## config.mk

```make
export PLATFORM = sky130hd
export DESIGN_NAME = panda_lsu
export DESIGN_NICKNAME = d
export VERILOG_FILES = /design/src/rtl/panda_pkg.sv /design/src/rtl/panda_lsu_checker.sv /design/src/rtl/panda_lsu_extend.sv /design/src/rtl/panda_lsu.sv
export SDC_FILE = /design/constraint.sdc
export NUM_CORES = 1
export LEC_CHECK = 0
export BUFFER_PORTS_ARGS = -buffer_cell sky130_fd_sc_hd__buf_4
export CORE_MARGIN = 4
export CORE_UTILIZATION = 51
export CTS_BUF_LIST = sky130_fd_sc_hd__clkbuf_4
export DETAILED_ROUTE_END_ITERATION = 6
export PLACE_DENSITY = 0.92
export SYNTH_ARGS = -nofsm -noshare
export SYNTH_HDL_FRONTEND = slang
export SYNTH_SLANG_ARGS = --single-unit
```

## constraint.sdc

```tcl
create_clock -name clk_i -period 4.1 [get_ports clk_i]
set_input_delay 0.41 -clock clk_i [delete_from_list [all_inputs] [get_ports clk_i]]
set_output_delay 0.41 -clock clk_i [all_outputs]
set_load 0.1 [all_outputs]
```

## src/rtl/panda_pkg.sv

```systemverilog
// Shared types and access-size helpers for the Panda load-store unit.
// Byte enables and store lanes are derived here so the top stays focused on sequencing.
package panda_pkg;

    typedef enum logic [1:0] {
        LSU_BYTE = 2'b00,
        LSU_HALF = 2'b01,
        LSU_WORD = 2'b10
    } lsu_type_e;

    typedef enum logic [1:0] {
        LSU_IDLE        = 2'b00,
        LSU_MISALIGN    = 2'b01,
        LSU_REQ         = 2'b10,
        LSU_WAIT_RVALID = 2'b11
    } lsu_state_e;

    function automatic logic lsu_misaligned(input lsu_type_e size, input logic [1:0] off);
        logic bad;
        case (size)
            LSU_HALF: bad = off[0];
            LSU_WORD: bad = (off != 2'b00);
            default:  bad = 1'b0;
        endcase
        return bad;
    endfunction

    function automatic logic [3:0] lsu_be(input lsu_type_e size, input logic [1:0] off);
        logic [3:0] be;
        case (size)
            LSU_BYTE: be = 4'b0001 << off;
            LSU_HALF: be = 4'b0011 << off;
            LSU_WORD: be = 4'b1111;
            default:  be = 4'b0001 << off;
        endcase
        return be;
    endfunction

    // Replicate the store operand across every lane it could land in.
    function automatic logic [31:0] lsu_lanes(input lsu_type_e size, input logic [31:0] wdata);
        logic [31:0] lanes;
        case (size)
            LSU_BYTE: lanes = {4{wdata[7:0]}};
            LSU_HALF: lanes = {2{wdata[15:0]}};
            LSU_WORD: lanes = wdata;
            default:  lanes = {4{wdata[7:0]}};
        endcase
        return lanes;
    endfunction

endpackage

```

## src/rtl/panda_lsu_checker.sv

```systemverilog
// Protocol properties for the load-store unit: no request while an access is in flight,
// and a pending bus request keeps its address, lanes and direction steady.
module panda_lsu_checker (
    input logic        clk_i,
    input logic        rst_i,
    input logic        lsu_req_i,
    input logic        lsu_idle,
    input logic        data_req_o,
    input logic        data_gnt_i,
    input logic [31:0] data_addr_o,
    input logic [3:0]  data_be_o,
    input logic [31:0] data_wdata_o,
    input logic        data_we_o
);

    a_req_only_when_idle: assert property (@(posedge clk_i) disable iff (rst_i)
        lsu_req_i |-> lsu_idle);

    a_bus_stable_until_gnt: assert property (@(posedge clk_i) disable iff (rst_i)
        (data_req_o && !data_gnt_i) |=> ($stable(data_addr_o) && $stable(data_be_o)
                                         && $stable(data_wdata_o) && $stable(data_we_o)));

endmodule

```

## src/rtl/panda_lsu_extend.sv

```systemverilog
// Aligns the addressed byte/half of a bus word to bit 0 and zero- or sign-extends it.
module panda_lsu_extend
    import panda_pkg::*;
(
    input  logic [31:0] rdata,
    input  logic [1:0]  offset,
    input  lsu_type_e   lsu_type,
    input  logic        sign,
    output logic [31:0] ext
);

    logic [31:0] shifted_s;

    // Lane shift followed by size-dependent extension.
    always_comb begin
        shifted_s = rdata >> {offset, 3'b000};
        case (lsu_type)
            LSU_BYTE: ext = {{24{sign & shifted_s[7]}}, shifted_s[7:0]};
            LSU_HALF: ext = {{16{sign & shifted_s[15]}}, shifted_s[15:0]};
            LSU_WORD: ext = rdata;
            default:  ext = shifted_s;
        endcase
    end

endmodule

```

## src/rtl/panda_lsu.sv

```systemverilog
// Load-store unit of the Panda RV32I core: one byte/half/word access per request on a
// req/gnt/rvalid bus, with misalignment trap and a bus watchdog.
module panda_lsu
    import panda_pkg::*;
#(
    parameter int unsigned TimeoutCycles = 255
) (
    input  logic        clk_i,
    input  logic        rst_i,
    input  logic        lsu_req_i,
    input  logic        lsu_we_i,
    input  lsu_type_e   lsu_type_i,
    input  logic        lsu_sign_ext_i,
    input  logic [31:0] lsu_addr_i,
    input  logic [31:0] lsu_wdata_i,
    output logic [31:0] lsu_rdata_o,
    output logic        lsu_valid_o,
    output logic        lsu_err_o,
    output logic        lsu_busy_o,
    output logic        data_req_o,
    input  logic        data_gnt_i,
    output logic [31:0] data_addr_o,
    output logic        data_we_o,
    output logic [3:0]  data_be_o,
    output logic [31:0] data_wdata_o,
    input  logic        data_rvalid_i,
    input  logic [31:0] data_rdata_i,
    input  logic        data_err_i
);

    localparam logic [7:0] TIMEOUT_LIMIT = 8'(TimeoutCycles);
    localparam bit         WDOG_EN       = (TimeoutCycles != 32'd0);

    lsu_state_e  state_r, state_nxt_s;
    logic [7:0]  cnt_r;
    logic [29:0] addr_r;
    logic        we_r;
    lsu_type_e   type_r;
    logic        sign_r;
    logic [1:0]  off_r;
    logic [3:0]  be_r;
    logic [31:0] wdata_r;
    logic        req_r;
    logic [31:0] rdata_r;
    logic        valid_r;
    logic        err_r;

    logic        accept_s;
    logic        timeout_s;
    logic        done_s;
    logic        done_err_s;
    logic [31:0] done_data_s;
    logic [31:0] ext_s;

    panda_lsu_extend u_extend (
        .rdata    (data_rdata_i),
        .offset   (off_r),
        .lsu_type (type_r),
        .sign     (sign_r),
        .ext      (ext_s)
    );

    // Next-state and completion decode; the watchdog wins over grant/response in its cycle.
    always_comb begin
        state_nxt_s = state_r;
        accept_s    = 1'b0;
        done_s      = 1'b0;
        done_err_s  = 1'b0;
        done_data_s = 32'h0000_0000;
        timeout_s   = WDOG_EN && (cnt_r == TIMEOUT_LIMIT);
        case (state_r)
            LSU_IDLE: begin
                if (lsu_req_i) begin
                    if (lsu_misaligned(lsu_type_i, lsu_addr_i[1:0])) begin
                        state_nxt_s = LSU_MISALIGN;
                    end else begin
                        accept_s    = 1'b1;
                        state_nxt_s = LSU_REQ;
                    end
                end else begin
                    state_nxt_s = LSU_IDLE;
                end
            end
            LSU_MISALIGN: begin
                state_nxt_s = LSU_IDLE;
                done_s      = 1'b1;
                done_err_s  = 1'b1;
            end
            LSU_REQ: begin
                if (timeout_s) begin
                    state_nxt_s = LSU_IDLE;
                    done_s      = 1'b1;
                    done_err_s  = 1'b1;
                end else if (data_gnt_i) begin
                    state_nxt_s = LSU_WAIT_RVALID;
                end else begin
                    state_nxt_s = LSU_REQ;
                end
            end
            LSU_WAIT_RVALID: begin
                if (timeout_s) begin
                    state_nxt_s = LSU_IDLE;
                    done_s      = 1'b1;
                    done_err_s  = 1'b1;
                end else if (data_rvalid_i) begin
                    state_nxt_s = LSU_IDLE;
                    done_s      = 1'b1;
                    done_err_s  = data_err_i;
                    done_data_s = (we_r || data_err_i) ? 32'h0000_0000 : ext_s;
                end else begin
                    state_nxt_s = LSU_WAIT_RVALID;
                end
            end
            default: begin
                state_nxt_s = LSU_IDLE;
            end
        endcase
    end

    // State register and watchdog counter.
    always_ff @(posedge clk_i or posedge rst_i) begin
        if (rst_i) begin
            state_r <= LSU_IDLE;
            cnt_r   <= 8'd0;
        end else begin
            state_r <= state_nxt_s;
            if (accept_s) begin
                cnt_r <= 8'd0;
            end else if (state_r == LSU_REQ || state_r == LSU_WAIT_RVALID) begin
                cnt_r <= cnt_r + 8'd1;
            end
        end
    end

    // Access attributes captured at acceptance and presented on the bus.
    always_ff @(posedge clk_i or posedge rst_i) begin
        if (rst_i) begin
            addr_r  <= 30'd0;
            we_r    <= 1'b0;
            type_r  <= LSU_BYTE;
            sign_r  <= 1'b0;
            off_r   <= 2'b00;
            be_r    <= 4'b0000;
            wdata_r <= 32'h0000_0000;
            req_r   <= 1'b0;
        end else begin
            req_r <= (state_nxt_s == LSU_REQ);
            if (accept_s) begin
                addr_r  <= lsu_addr_i[31:2];
                we_r    <= lsu_we_i;
                type_r  <= lsu_type_i;
                sign_r  <= lsu_sign_ext_i;
                off_r   <= lsu_addr_i[1:0];
                be_r    <= lsu_be(lsu_type_i, lsu_addr_i[1:0]);
                wdata_r <= lsu_lanes(lsu_type_i, lsu_wdata_i);
            end
        end
    end

    // Completion outputs: valid pulses, data and error hold until the next completion.
    always_ff @(posedge clk_i or posedge rst_i) begin
        if (rst_i) begin
            valid_r <= 1'b0;
            err_r   <= 1'b0;
            rdata_r <= 32'h0000_0000;
        end else begin
            valid_r <= done_s;
            if (done_s) begin
                err_r   <= done_err_s;
                rdata_r <= done_data_s;
            end
        end
    end

    assign lsu_rdata_o  = rdata_r;
    assign lsu_valid_o  = valid_r;
    assign lsu_err_o    = err_r;
    assign lsu_busy_o   = (state_r != LSU_IDLE) | lsu_req_i;
    assign data_req_o   = req_r;
    assign data_addr_o  = {addr_r, 2'b00};
    assign data_we_o    = we_r;
    assign data_be_o    = be_r;
    assign data_wdata_o = wdata_r;

    panda_lsu_checker u_checker (
        .clk_i        (clk_i),
        .rst_i        (rst_i),
        .lsu_req_i    (lsu_req_i),
        .lsu_idle     (state_r == LSU_IDLE),
        .data_req_o   (req_r),
        .data_gnt_i   (data_gnt_i),
        .data_addr_o  (data_addr_o),
        .data_be_o    (be_r),
        .data_wdata_o (wdata_r),
        .data_we_o    (we_r)
    );

endmodule

```

==> results of run 1 <==
[state kept, by name (all words and copies together), names as in the netlist, 2 cells and up]
name,cells
data_wdata_o,32
lsu_rdata_o,32
addr_r,30
cnt_r,8
data_be_o,4
off_r,2
state_r,2
type_r,2
[path summary, 6_finish.rpt]
check / startpoint / end / cells after the start
max reg2reg: state_r[1] / addr_r[15] / 4
min: data_gnt_i / data_req_o / 2
max: state_r[1] / addr_r[15] / 4
min in group asynchronous: rst_i / addr_r[9] / 3
max in group asynchronous: rst_i / data_wdata_o[25] / 4
min reg2reg: lsu_rdata_o[20] / lsu_rdata_o[20] / 2
[cell type report]
class,instances,area [um2]
multi-input cells,369,2620
clock buffers,21,158
clock inverters,9,63.8
repair buffers,214,1610
inverters,9,36.3
fillers,805,3400
flip-flops and latches,117,2930
well taps,140,175
[worst reg2reg max path, stage by stage (launching register included)]
cell and delay, ns:
dfrtp_1 0.53, or3b_1 0.68, nor2_4 0.52, buf_4 0.54
mux2_2 0.43
[cells in the mapped netlist (all sizes together) (2+ instances only)]
cell type | count | share of area
and3b | 2 | 0.0030
and2 | 8 | 0.0086
xor2 | 4 | 0.0060
and3 | 9 | 0.0097
ha | 3 | 0.0065
nor2 | 26 | 0.017
nor3b | 8 | 0.010
clkbuf | 15 | 0.0097
nand2b | 16 | 0.017
o22a | 7 | 0.011
nand3 | 10 | 0.0086
or3 | 2 | 0.0022
a21oi | 2 | 0.0024
buf | 25 | 0.030
dfrtp | 117 | 0.51
xnor2 | 2 | 0.0030
nand3b | 2 | 0.0026
a22oi | 8 | 0.010
o21bai | 8 | 0.010
inv | 9 | 0.0058
mux2i | 3 | 0.0052
a221o | 8 | 0.014
a32oi | 7 | 0.011
nor3 | 3 | 0.0035
nand4 | 4 | 0.0043
mux2 | 60 | 0.12
nor2b | 3 | 0.0032
a32o | 16 | 0.028
o21ai | 58 | 0.050
nand2 | 57 | 0.037
a21boi | 16 | 0.021
[metrics by stage]
stage | util | hold slack [ns] | cell area (um2) | std cells
2_1_floorplan | - | 0.472 | 5800 | 535
3_5_place_dp | 0.670 | 0.474 | 7350 | 848
3_3_place_gp | 0.670 | 0.463 | 7350 | 848
6_report | 0.691 | 0.0607 | 7580 | 879
4_1_cts | 0.691 | 0.0257 | 7580 | 879
5_1_grt | 0.691 | 0.0160 | 7580 | 879
[repair_timing]
action | in CTS | in global routing
endpoints found under the hold margin | 26 | 0
hold buffers | 1 | 0
resized for setup | 0 | 0
[metal layers]
metal / up-vias / routed length [um] / track usage
met5: - / 0 / 0
met4: 0 / 374 / 0.0974
met3: 44 / 1920 / 0.100
met2: 288 / 8230 / 0.419
met1: 2472 / 6520 / 0.317
li1: 2323 / - / -
[kinds of logic after synthesis]
kind of cell	synth area share
adder cells (fa/ha/maj)	0.00648
AND/OR/NAND/NOR	0.136
XOR/XNOR	0.00907
buffers and inverters	0.0458
multiplexers	0.122
other	0.000647
flip-flops	0.505
AO/OA/AOI/OAI	0.175
==> flow_summary.json, run 1 <==
{
  "final_period_minus_worst_setup_slack_ns": 2.81,
  "slowest_delay_ns": 0.68,
  "worst-r2r-setup-slack_ns": 1.29,
  "finalHoldViolations": 0,
  "critical_path_peak_fanout": 40,
  "postCtsSetupBuffers": 0,
  "setup_tns_ns": 0,
  "grt_first_pass_wirelength_um": 26600,
  "synth_edf_count": 0,
  "dr_total_vias": 5127,
  "number_of_antenna_violations_at_the_first_check_in_global_routing": 0,
  "ys_types": 55,
  "detail_route.drc_violations": 0,
  "chain_of_cells_forming_the_critical_path": "or3b_1, nor2_4, buf_4, mux2_2",
  "core_um2": 11000,
  "wirelength_um": 17000,
  "root_buffer": "clkbuf_4",
  "cp_num_buf_inv": 1,
  "slew_headroom": 0.342,
  "ys_ff_latch": 117,
  "crit_slowest_cell": "or3b_1",
  "cp_data_required_time_ns": 4.52,
  "maxClockFrequency_ghz": 0.355,
  "cts_max_path_buffers": 2,
  "result_of_the_run": "completed",
  "viasPerCell": 5.83,
  "floorplan.initialDensity": 0.527,
  "syn_to_final_growth_pct": 30.9,
  "rows": 38,
  "clock_sinks": 117,
  "endpoint_kind": "flip-flop",
  "clk-insertion-delay-late_ns": 0.54,
  "holdCritPathClass": "in2reg",
  "drt_pass1_iterations": 7,
  "dp_hpwl_um": 12500,
  "post_route_worst_setup_slack_ns": 1.29,
  "report.final.setup_viol": 0,
  "syn-cell-area_um2": 5790,
  "drt-initial-drc-count": 480,
  "fraction_of_final_layout_cells_with_drive_strength_greater_than_1": 0.410,
  "count_of_maximum_capacitance_violations": 0,
  "number_of_global_route_vias_before_repair": 5261,
  "final_min_period_over_clock_period": 0.686,
  "number_of_h_tree_branching_levels": 4,
  "async_flop_share": 1.00,
  "count_of_inserted_antenna_diode_cells": 0,
  "synthesis.instances": 534,
  "cp_data_arrival_time_ns": 3.24,
  "syn_area_per_cell_um2": 10.8,
  "grtUsageTotal": 0.260,
  "layout_commonest_cell": "buf_4",
  "grt_max_degree": 58,
  "ant_nets": 0,
  "pins_over_their_slew_limit": 0,
  "count_of_warnings_emitted_by_yosys": 0,
  "grt_setup_unrepaired": "false",
  "grt-ovfl-total": 0,
  "routabilityCongestion": 0.904,
  "crit_type": "reg2reg",
  "skew_ns": 0.0134,
  "critPathTopFamily": "simple AND/OR/NAND/NOR gates",
  "design.die.area_um2": 13100,
  "clock_transition_at_the_register_clock_pins_on_the_worst_setup_and_hold_paths_after_cts_ns": 0.10,
  "sequential_to_total_area_share_from_yosys_stat": 0.505,
  "route.detailed.wl_per_inst_um": 19.4,
  "die_height_um": 115,
  "worst_slew_pin_slew_ns": 0.985,
  "i_o_pin_count": 211,
  "input_output_buffers": 208,
  "synth_ff_type": "dfrtp_1",
  "die_w_um": 115,
  "cts_inserted_buffers": 17,
  "layout_common_cells": "213 x buf_4, 117 x dfrtp_1, 57 x nand2_1, 57 x mux2_2, 57 x o21ai_0",
  "crit_path_start_kind": "flip-flop",
  "detailedPlace.worstSlack_ns": 1.27,
  "net_count_final": 837,
  "tritoncts": "yes"
}
Power of run 1 is left out: the tool's default activity adds up to more than one toggle a clock period on the data nets, which glitch-free logic cannot reach.
==> run 2, diff against run 1 <==
--- a/config.mk
+++ b/config.mk
@@ -7,10 +7,10 @@
 export LEC_CHECK = 0
 export BUFFER_PORTS_ARGS = -buffer_cell sky130_fd_sc_hd__buf_4
 export CORE_MARGIN = 4
-export CORE_UTILIZATION = 51
+export CORE_UTILIZATION = 47
 export CTS_BUF_LIST = sky130_fd_sc_hd__clkbuf_4
 export DETAILED_ROUTE_END_ITERATION = 6
-export PLACE_DENSITY = 0.92
+export PLACE_DENSITY = 0.89
 export SYNTH_ARGS = -nofsm -noshare
 export SYNTH_HDL_FRONTEND = slang
 export SYNTH_SLANG_ARGS = --single-unit
==> constraint.sdc (replaced) <==
create_clock -name clk_i -period 2.4 [get_ports clk_i]
set_input_delay 0.24 -clock clk_i [delete_from_list [all_inputs] [get_ports clk_i]]
set_output_delay 0.24 -clock clk_i [all_outputs]
set_load 0.1 [all_outputs]
==> run 2 against run 1 <==
  * Hold slack lost 0.017 ns
  * Final area is 11% higher
  * Non-clock buffer count up 81
  * Final cell count up 13%
  * Critical path depth up 5
  * Die area grew 7.9%
  * Wire length increased by 8.4%
  * Core utilization is 0.84 points higher
  * Via count up 7.0%
  * Worst setup slack got worse by 1.0 ns
  * Global-route usage is 0.42 points higher
  * Sequential cell count unchanged
  * Largest cell class unchanged
  * Highest routed layer unchanged
==> flow_summary.json, run 2 (same netlist as run 1, synthesis figures left out) <==
{
  "syn_to_final_growth_pct": 45.5,
  "i_o_pin_count": 211,
  "critical_path_peak_fanout": 12,
  "clk-insertion-delay-late_ns": 0.54,
  "pins_over_their_slew_limit": 0,
  "rr_startpoint": "state_r[0]",
  "slowest_delay_ns": 0.55,
  "r2r-end": "data_wdata_o[0]",
  "dr_total_vias": 5488,
  "cp_data_arrival_time_ns": 2.59,
  "slew_headroom": 0.453,
  "net_count_final": 918,
  "floorplan.initialDensity": 0.480,
  "route.detailed.wl_per_inst_um": 18.6,
  "design.die.area_um2": 14200,
  "viasPerCell": 5.53,
  "clock_transition_at_the_register_clock_pins_on_the_worst_setup_and_hold_paths_after_cts_ns": 0.10,
  "cts_max_path_buffers": 2,
  "grtUsageTotal": 0.264,
  "ff2ff_path_depth": 4,
  "wirelength_um": 18500,
  "fillers": 853,
  "result_of_the_run": "completed",
  "grt-ovfl-total": 0,
  "grt_first_pass_wirelength_um": 29800,
  "grt_max_degree": 118,
  "drt-initial-drc-count": 414,
  "finalHoldViolations": 0,
  "drt_pass1_iterations": 5,
  "maxClockFrequency_ghz": 0.464,
  "core_um2": 12100,
  "report.final.setup_viol": 0,
  "cts_resized": 0,
  "endpoint_kind": "flip-flop",
  "post_route_worst_setup_slack_ns": 0.245,
  "layout_common_cells": "227 x buf_4, 117 x dfrtp_1, 65 x dlygate4sd3_1",
  "rows": 40,
  "detailedPlace.worstSlack_ns": 0.363,
  "count_of_maximum_capacitance_violations": 0,
  "layout_commonest_cell": "buf_4",
  "dp_hpwl_um": 12300,
  "chain_of_cells_forming_the_critical_path": "dlygate4sd3_1, buf_4, inv_1, ha_1, o21ai_1, a21oi_2, nor2_4, buf_4, mux2_2",
  "die_height_um": 119,
  "number_of_h_tree_branching_levels": 4,
  "root_buffer": "clkbuf_4",
  "final_min_period_over_clock_period": 0.898,
  "input_output_buffers": 208,
  "clock_sinks": 117,
  "cp_data_required_time_ns": 2.83,
  "worst_slew_pin_slew_ns": 0.821,
  "detail_route.drc_violations": 0,
  "crit_path_frequent_cell": "buf_4",
  "cts_inserted_buffers": 17,
  "crit_end": "data_wdata_o[0]",
  "postLayoutCoreUtil": 0.699,
  "skew_ns": 0.0118,
  "crit_type": "in2reg",
  "crit_path_start": "lsu_type_i[0]",
  "crit_slowest_cell": "dlygate4sd3_1",
  "holdCritPathClass": "in2reg",
  "sequential_cell_area_um2": 2930,
  "number_of_global_route_vias_before_repair": 5812,
  "number_of_antenna_violations_at_the_first_check_in_global_routing": 2,
  "fraction_of_final_layout_cells_with_drive_strength_greater_than_1": 0.395,
  "grt_setup_unrepaired": "false",
  "die_w_um": 119,
  "crit_path_start_kind": "input port",
  "worst-r2r-setup-slack_ns": 0.34,
  "setup_tns_ns": 0,
  "area_used_by_multi_input_combinational_logic_um2": 2620,
  "routabilityCongestion": 0.856,
  "final_period_minus_worst_setup_slack_ns": 2.15,
  "ant_nets": 0,
  "tritoncts": "yes"
}
-- run 2: per-layer routing --
layer	share of wire	vias to the layer above	track usage
li1	-	2479	-
met3	0.077	67	0.0798
met2	0.50	263	0.440
met5	0	-	0
met1	0.38	2679	0.307
met4	0.042	0	0.138
-- run 2: metrics by stage --
step,hold slack [ns],cell area (um2),std cells
global route,0.0198,8430,992
detailed placement,0.447,7550,893
CTS,0.00833,8430,990
finish,0.0433,8430,992
global placement,0.440,7550,893
floorplan,0.338,5800,535
-- run 2: how the worst min path moves through the flow --
stage	from	cells past startpoint	end	slack, ns
after floorplan	data_gnt_i	1	data_req_o	0.34
after global placement	data_gnt_i	2	data_req_o	0.44
after detailed placement	data_gnt_i	2	data_req_o	0.45
after CTS	data_rdata_i[7]	3	lsu_rdata_o[7]	0.008
after global routing	data_rdata_i[7]	3	lsu_rdata_o[7]	0.02
final	data_rdata_i[7]	3	lsu_rdata_o[7]	0.04
-- run 2: final cells by class --
class / count / area share
sequential: 117 / 0.347
multi-input combinational: 369 / 0.310
timing repair buffer: 295 / 0.286
tap: 168 / 0.0249
clock buffer: 25 / 0.0223
inverter: 9 / 0.00445
clock inverter: 7 / 0.00386
antenna: 2 / 0.000594
-- run 2: timing repair --
item,4_1_cts,5_1_grt
hold buffers,65,0
setup buffers,0,0
hold endpoints to repair,182,0
-- run 2: critical path, delay by kind of cell --
kind            cells  cell delay, ns
buf+inv             4            0.99
simple gates        1            0.38
mux                 1            0.36
compound gates      2            0.34
fa+ha+maj           1            0.28
Power of run 2 is left out for the same reason.
